File: src/rtl/ht_cmd_fifo.sv
// Hash-table command ingress FIFO: FWFT, registered outputs and ready,
// DEPTH-entry array behind a single output register.
package ht_cmd_pkg;
  typedef struct packed {
    logic [1:0] op;
    logic [5:0] key;
  } ht_command_t;
endpackage

module ht_cmd_fifo
  import ht_cmd_pkg::*;
#(
  parameter  int DEPTH = 8,
  parameter  int CMD_W = $bits(ht_command_t),
  localparam int AW    = $clog2(DEPTH)
) (
  input  logic             clk_i,
  input  logic             rst_n_i,
  input  logic             flush_i,
  input  logic [CMD_W-1:0] in_cmd_i,
  input  logic             in_valid_i,
  output logic             in_ready_o,
  output logic [CMD_W-1:0] out_cmd_o,
  output logic             out_valid_o,
  input  logic             out_ready_i,
  output logic [AW:0]      used_o,
  output logic             full_o,
  output logic             empty_o
);

  localparam logic [AW:0] FULL_CNT = (AW+1)'(DEPTH);

  logic [CMD_W-1:0] r_mem [DEPTH];
  logic [AW-1:0]    r_wptr;
  logic [AW-1:0]    r_rptr;
  logic [AW:0]      r_used;
  logic             r_out_valid;
  logic [CMD_W-1:0] r_out_cmd;
  logic             r_in_ready;
  logic             r_full;
  logic             r_empty;

  logic        w_push;
  logic        w_pop;
  logic        w_load;
  logic        w_arr_ne;
  logic        w_bypass;
  logic        w_wr;
  logic        w_rd;
  logic [AW:0] w_arr_cnt;
  logic [AW:0] w_used_nxt;

  always_comb begin
    w_push     = in_valid_i & r_in_ready;
    w_pop      = r_out_valid & out_ready_i;
    w_arr_cnt  = r_used - (AW+1)'(r_out_valid);
    w_arr_ne   = (w_arr_cnt != '0);
    // Output stage refills on a pop or whenever it sits empty
    w_load     = w_pop | ~r_out_valid;
    w_rd       = w_load & w_arr_ne;
    w_bypass   = w_load & ~w_arr_ne & w_push;
    w_wr       = w_push & ~w_bypass;
    w_used_nxt = r_used + (AW+1)'(w_push)
               - (AW+1)'(w_pop);
  end

  always_ff @(posedge clk_i) begin
    if (w_wr && !flush_i) begin
      r_mem[r_wptr] <= in_cmd_i;
    end
  end

  always_ff @(posedge clk_i or negedge rst_n_i) begin
    if (!rst_n_i) begin
      r_wptr      <= '0;
      r_rptr      <= '0;
      r_used      <= '0;
      r_out_valid <= 1'b0;
      r_out_cmd   <= '0;
      r_in_ready  <= 1'b0;
      r_full      <= 1'b0;
      r_empty     <= 1'b1;
    end else if (flush_i) begin
      r_wptr      <= '0;
      r_rptr      <= '0;
      r_used      <= '0;
      r_out_valid <= 1'b0;
      r_in_ready  <= 1'b1;
      r_full      <= 1'b0;
      r_empty     <= 1'b1;
    end else begin
      if (w_wr) begin
        r_wptr <= r_wptr + AW'(1);
      end
      if (w_rd) begin
        r_rptr <= r_rptr + AW'(1);
      end
      if (w_load) begin
        r_out_valid <= w_rd | w_bypass;
        if (w_rd) begin
          r_out_cmd <= r_mem[r_rptr];
        end else if (w_bypass) begin
          r_out_cmd <= in_cmd_i;
        end
      end
      r_used     <= w_used_nxt;
      r_in_ready <= (w_used_nxt != FULL_CNT);
      r_full     <= (w_used_nxt == FULL_CNT);
      r_empty    <= (w_used_nxt == '0);
    end
  end

  assign in_ready_o  = r_in_ready;
  assign out_cmd_o   = r_out_cmd;
  assign out_valid_o = r_out_valid;
  assign used_o      = r_used;
  assign full_o      = r_full;
  assign empty_o     = r_empty;

endmodule
File: config.mk
export PLATFORM = sky130hd
export DESIGN_NAME = ht_cmd_fifo
export DESIGN_NICKNAME = d
export VERILOG_FILES = /design/src/rtl/ht_cmd_fifo.sv
export SDC_FILE = /design/constraint.sdc
export NUM_CORES = 1
export LEC_CHECK = 0
export BUFFER_PORTS_ARGS = -buffer_cell sky130_fd_sc_hd__buf_2
export CORE_ASPECT_RATIO = 1.25
export CORE_UTILIZATION = 35
export DETAILED_ROUTE_END_ITERATION = 6
export SYNTH_ARGS = -nofsm -noshare
export SYNTH_HDL_FRONTEND = slang
export SYNTH_SLANG_ARGS = --single-unit
export TNS_END_PERCENT = 5
File: constraint.sdc
create_clock -name clk_i -period 4.25 [get_ports clk_i]
set_clock_uncertainty 0.05 [all_clocks]
set_input_delay 1.0625 -clock clk_i [delete_from_list [all_inputs] [get_ports clk_i]]
set_output_delay 1.0625 -clock clk_i [all_outputs]
set_load 0.02 [all_outputs]
-- Word level (Yosys, flattened, before mapping)
Memory sizes are Yosys's and may differ from the RTL's.
Cells that the tools add are included.
- register bits: 22
- bits in writable memories: 64
- input port bits: 13
- output and inout port bits: 16
- memories kept: 1
- memories (name ; words ; bits a word ; read ports ; clocked after memory_dff ; write ports ; RTL line ; RTL):
    r_mem ; 8 ; 8 ; 1 ; 0 ; 1 ; 33 ; logic [CMD_W-1:0] r_mem [DEPTH];
- add/sub/neg operators: 5
- eq/ne operators: 2
- multiplexer cells: 14
- bitwise gates (word level): 12
- reductions and logical operators: 9
- operator list (operator ; count):
    $mux W8 ; 2
    $mux W3 ; 4
    $reduce_bool A2 Y1 ; 4
    $sub A4 B1 Y4 ; 2
    $mux W1 ; 7
    $add A3 B1 Y3 const B ; 2
    $and A1 B1 Y1 ; 6
    $add A4 B1 Y4 ; 1
    $eq A4 B4 Y1 const B ; 1
    $logic_not A4 Y1 ; 1
    $mux W4 ; 1
    $ne A4 B4 Y1 const B ; 1
    $not A1 Y1 ; 4
    $reduce_bool A4 Y1 ; 1
    $reduce_and A3 Y1 ; 1
    $or A1 B1 Y1 ; 2
    $logic_and A1 B1 Y1 ; 1
    $logic_not A1 Y1 ; 1

-- Longest topological paths before layout
- depth after elaboration: 10
- gate-level depth with buffers: 10
- depth with buffers taken out: 10

-- Worst setup path after synthesis
No wires, ideal clock.
- path kind: input port to flip-flop
- start point: in in_valid_i
- end point: reg r_in_ready, in the netlist in_ready_o
- library setup time: 0.131 ns
- data arrival time: 2.991 ns
- required time: 4.069 ns
- slack: 1.078 ns
- stages on the path: 9
- path buffers: 0
- cells stage by stage: and2_1 -> inv_1 -> ha_1 -> inv_1 -> ha_1 -> fa_1 -> xnor2_1 -> or3_1 -> or3_1
- word-level cells in the longest chain between the ends: 5
- RTL lines (what ; RTL line ; RTL):
    start, declared ; 21 ; input logic in_valid_i,
    $and A1 B1 Y1 ; 54 ; w_push = in_valid_i & r_in_ready;
    $add A4 B1 Y4 ; 63 ; w_used_nxt = r_used + (AW+1)'(w_push)
    $sub A4 B1 Y4 ; 64 ; - (AW+1)'(w_pop);
    $ne A4 B4 Y1 ; 107 ; r_in_ready <= (w_used_nxt != FULL_CNT);
    $mux W1 ; 83 ; end else if (flush_i) begin
    end signal, assigned ; 107 ;
    end, declared ; 39 ; logic r_in_ready;
No other way between the ends.
A chain may end at the register's enable or synchronous reset.

-- Final worst setup path
Same ends and word-level chain as after synthesis.

==> summary.txt <==
FINAL LAYOUT
----------------------------------------------------------------------------------
Layout cells sized above 1                                                   19.9%
Fillers                                                                        974
Combined area of the multi-input logic cells                            1200 sq um
Antenna diode count                                                              0
FF/Latch Area                                                           2470 sq um
Signed area change from the synthesized netlist to the final layout          16.9%
Net count, final                                                               313
Cell area after layout                                                  4390 sq um

TIMING
----------------------------------------------------------------------------------
Pin slew with the least headroom to its limit                               983 ps
Final number of hold-violating endpoints                                         0
Worst Hold Slack                                                            472 ps
Clock period minus worst slack                                             3120 ps
Fraction of the cycle the final worst path needs                             73.5%
Slew HR                                                                      34.5%
Setup Viol. Count Final                                                          0
Setup_tns                                                                     0 ps
Unrepaired setup endpoints after global routing                                 no
F_max                                                                    0.320 GHz
Number of pins exceeding their max-slew limit in the final report                0
Final worst slack                                                          1130 ps

GLOBAL ROUTE
----------------------------------------------------------------------------------
Most used routing layer in global routing                                     met2
Global-route wire length before repair                                    12500 um
Initial antenna violation count                                                  0
Met1 global-route usage                                                      19.6%
GRT Util Overall                                                             15.4%
Via count of the first global-routing pass                                    2338
Largest net degree at the start of global routing                               34
Met3 track demand over resource                                              4.26%
Congestion Overflow GR                                                           0
Fraction of met2 tracks used by global routing                               24.2%

CTS
----------------------------------------------------------------------------------
Clock tree from TritonCTS                                                     done
Number of resized instances in the post-cts repair step                          0
Clock-pin slew on the worst setup and hold paths                             60 ps
Number of buffers inserted by post-CTS setup repair                              0
Clock latency at the later pin of the worst-skew pair                       340 ps
Clock buffer count from CTS                                                      9
Count of H-tree levels built during CTS                                          3
CTS root buffer                                                       sky130_fd_sc_hd__clkbuf_16
Bufs on Longest Clock Path                                                       2
Clock sink total                                                                86
Quantity of hold-fixing buffers added after cts                                  0

FLOORPLANNING
----------------------------------------------------------------------------------
Row count                                                                       41
Floorplan die width                                                        94.6 um
Placeable core region                                                  10300 sq um
Height of the die                                                           118 um
Overall die area                                                       11100 sq um
Num ports                                                                       29
Starting utilization of the core area                                        36.6%

PLACE
----------------------------------------------------------------------------------
Post-Place Worst Slack                                                      778 ps
Detailed-placement wirelength estimate                                     5250 um
Number of buffers inserted by port buffering                                    28
Final Wtd Congestion                                                         0.732
Cell area after placement                                               4050 sq um

LOGIC SYNTHESIS
----------------------------------------------------------------------------------
Top flip-flop cell by instance count after synthesis                  sky130_fd_sc_hd__edfxtp_1
Portion of the post-synthesis area used by sequential elements               65.9%
Number of enable-type register cells in the synthesized netlist                 64
Cell Area, Synth                                                        3750 sq um
Ranking of synthesized cells by area                                  sky130_fd_sc_hd__edfxtp_1, sky130_fd_sc_hd__dfrtp_1, sky130_fd_sc_hd__mux2i_1
Async S/R FF share, synth                                                    25.6%
Ranking of synthesized cells by instance count                        sky130_fd_sc_hd__edfxtp_1, sky130_fd_sc_hd__mux2i_1, sky130_fd_sc_hd__dfrtp_1
Yosys cell types                                                                42
Gate Count Post-Synth                                                          258
Cell accounting for the most synthesized area                         sky130_fd_sc_hd__edfxtp_1
Count of warnings emitted by yosys                                               0
Flop and latch count out of synthesis                                           86
Most numerous cell in the Yosys netlist                               sky130_fd_sc_hd__edfxtp_1
Top-area cell type share of the netlist area                                 51.2%
Post-Syn Area per Cell                                                  14.5 sq um
Synthesized netlist net count                                                  280

CRITICAL PATH
----------------------------------------------------------------------------------
End of the worst register-to-register path                              in_ready_o
R2R cell count                                                                   9
Required time of the critical path                                         4410 ps
Critical path buffers and inverters                                              3
Critical path class                                                      in -> reg
Worst r2r src                                                           in_ready_o
Cell with the biggest individual delay on the critical path           sky130_fd_sc_hd__fa_1
Dominant delay contributor by cell family on the critical path        simple AND/OR/NAND/NOR gates
Slack of the worst reg-to-reg path                                         1570 ps
Critical path, cell by cell                                           buf_2 > and2_1 > inv_1 > ha_1 > inv_1 > ha_1 > fa_1 > xnor2_1 > or3_1 > or3_1
Largest stage delay, worst path                                             390 ps
Critical Path End                                                       in_ready_o
Cell depth of the worst setup path                                              10
Worst-path fanout max                                                            6
Type of element launching the critical path                           primary input
Worst setup path startpoint                                             in_valid_i
CP arrival                                                                 3280 ps
CP endpoint kind                                                          register

ROUTING
----------------------------------------------------------------------------------
Number of design rule violations left after detail routing                       0
Iteration-0 DRC count of the detailed router                                   119
Vias after detailed routing                                                   2209
Vias per cell                                                                 5.20
Final ANT Viol Nets                                                              0
Routed Wire Length                                                         7760 um
Average wire length per cell after detail routing                          18.3 um
Detailed-routing iteration count for the pre-antenna-repair pass                 4

POWER
----------------------------------------------------------------------------------
VDD IR-drop max                                                           0.369 mV
Combinational fraction of design power                                       28.8%
Internal power of the cells                                                1.97 mW
Leakage power of the design                                                1.59 nW
Reg power frac                                                               40.2%
Switching fraction of total power                                            31.5%
Total power divided by cell area                                       656 nW/um^2
Switching pwr                                                             0.908 mW
Share of power burned in the clock network                                   30.9%

OUTCOME
----------------------------------------------------------------------------------
Status                                                                finished, final reports clean

FLOW RUN
----------------------------------------------------------------------------------
MaxCap Viol Count                                                                0

HOLD PATH
----------------------------------------------------------------------------------
Classification of the worst-slack hold path                             reg -> reg

[worst min-delay path, cell delays in order (launching register included)]
cell and delay (ps):
sky130_fd_sc_hd__dfrtp_1 340, sky130_fd_sc_hd__o21ai_1 60, sky130_fd_sc_hd__o211ai_1 80
[state kept, by name, summed over array words and instances (netlist names)]
register	flops
out_valid_o	1
r_wptr	3
full_o	1
in_ready_o	1
out_cmd_o	8
r_mem	64
empty_o	1
r_rptr	3
used_o	4
[worst min-delay path by stage]
| stage | start | to | slack, ps | cells after the start |
|---|---|---|---|---|
| after global routing | out_cmd_o[5] | out_cmd_o[5] | 510 | 2 |
| after global placement | out_cmd_o[4] | out_cmd_o[4] | 450 | 2 |
| final | out_cmd_o[4] | out_cmd_o[4] | 470 | 2 |
| after CTS | out_cmd_o[1] | out_cmd_o[1] | 480 | 2 |
| after detailed placement | out_cmd_o[1] | out_cmd_o[1] | 470 | 2 |
| after floorplan | r_wptr[1] | r_wptr[1] | 500 | 2 |
[metal layers]
layer / vias to the layer above / wire (um)
met5: - / 0
met4: 0 / 112
met3: 10 / 389
met2: 64 / 3750
met1: 1073 / 3510
li1: 1062 / -
[through the flow]
stage | cells | utilization, % | power, mW
5_1_grt | 425 | 42.7 | 3.05
3_3_place_gp | 409 | 39.4 | 1.99
6_report | 425 | 42.7 | 2.88
2_1_floorplan | 258 | - | 1.77
4_1_cts | 425 | 42.7 | 2.91
3_5_place_dp | 409 | 39.4 | 2.01
[area by class of cell]
type | count | share of cell area (%)
inverter | 7 | 0.599
clock buffer | 11 | 5.53
tap | 129 | 3.68
sequential | 86 | 56.4
timing repair buffer | 34 | 4.22
multi-input combinational | 153 | 27.3
clock inverter | 5 | 2.23
[power groups by stage]
stage | clock network [mW] | registers (mW) | logic, mW
floorplan | 0 | 1.18 | 0.586
global placement | 0 | 1.17 | 0.816
detailed placement | 0 | 1.18 | 0.835
CTS | 0.909 | 1.16 | 0.837
global route | 0.948 | 1.18 | 0.923
finish | 0.890 | 1.16 | 0.830
[logic make-up (layout without fill, tap and decap cells)]
kind of cell | after synthesis | count (layout) | share of synthesized area (%)
buffers and inverters | 19 | 57 | 2.13
AO/OA/AOI/OAI | 56 | 56 | 10.6
adder cells (fa/ha/maj) | 9 | 9 | 3.20
AND/OR/NAND/NOR | 53 | 53 | 8.11
XOR/XNOR | 3 | 3 | 0.701
multiplexers | 32 | 32 | 9.27
flip-flops | 86 | 86 | 65.9
[layout by cell type (no fill, tap or decap), types with 3 or more instances in the layout]
| cell type | n |
|---|---|
| sky130_fd_sc_hd__nor3_1 | 3 |
| sky130_fd_sc_hd__clkbuf_16 | 9 |
| sky130_fd_sc_hd__o211ai_1 | 7 |
| sky130_fd_sc_hd__nor2b_1 | 8 |
| sky130_fd_sc_hd__buf_4 | 6 |
| sky130_fd_sc_hd__o21ai_1 | 7 |
| sky130_fd_sc_hd__dfrtp_1 | 20 |
| sky130_fd_sc_hd__ha_1 | 8 |
| sky130_fd_sc_hd__a21oi_1 | 14 |
| sky130_fd_sc_hd__or3_1 | 4 |
| sky130_fd_sc_hd__bufinv_16 | 3 |
| sky130_fd_sc_hd__nand2b_1 | 6 |
| sky130_fd_sc_hd__buf_2 | 28 |
| sky130_fd_sc_hd__o21ai_0 | 5 |
| sky130_fd_sc_hd__nor2_1 | 10 |
| sky130_fd_sc_hd__edfxtp_1 | 64 |
| sky130_fd_sc_hd__xnor2_1 | 3 |
| sky130_fd_sc_hd__a22oi_1 | 14 |
| sky130_fd_sc_hd__inv_1 | 7 |
| sky130_fd_sc_hd__nand3_1 | 12 |
| sky130_fd_sc_hd__mux2i_1 | 28 |
No activity file was read; power rests on OpenSTA's default activity.
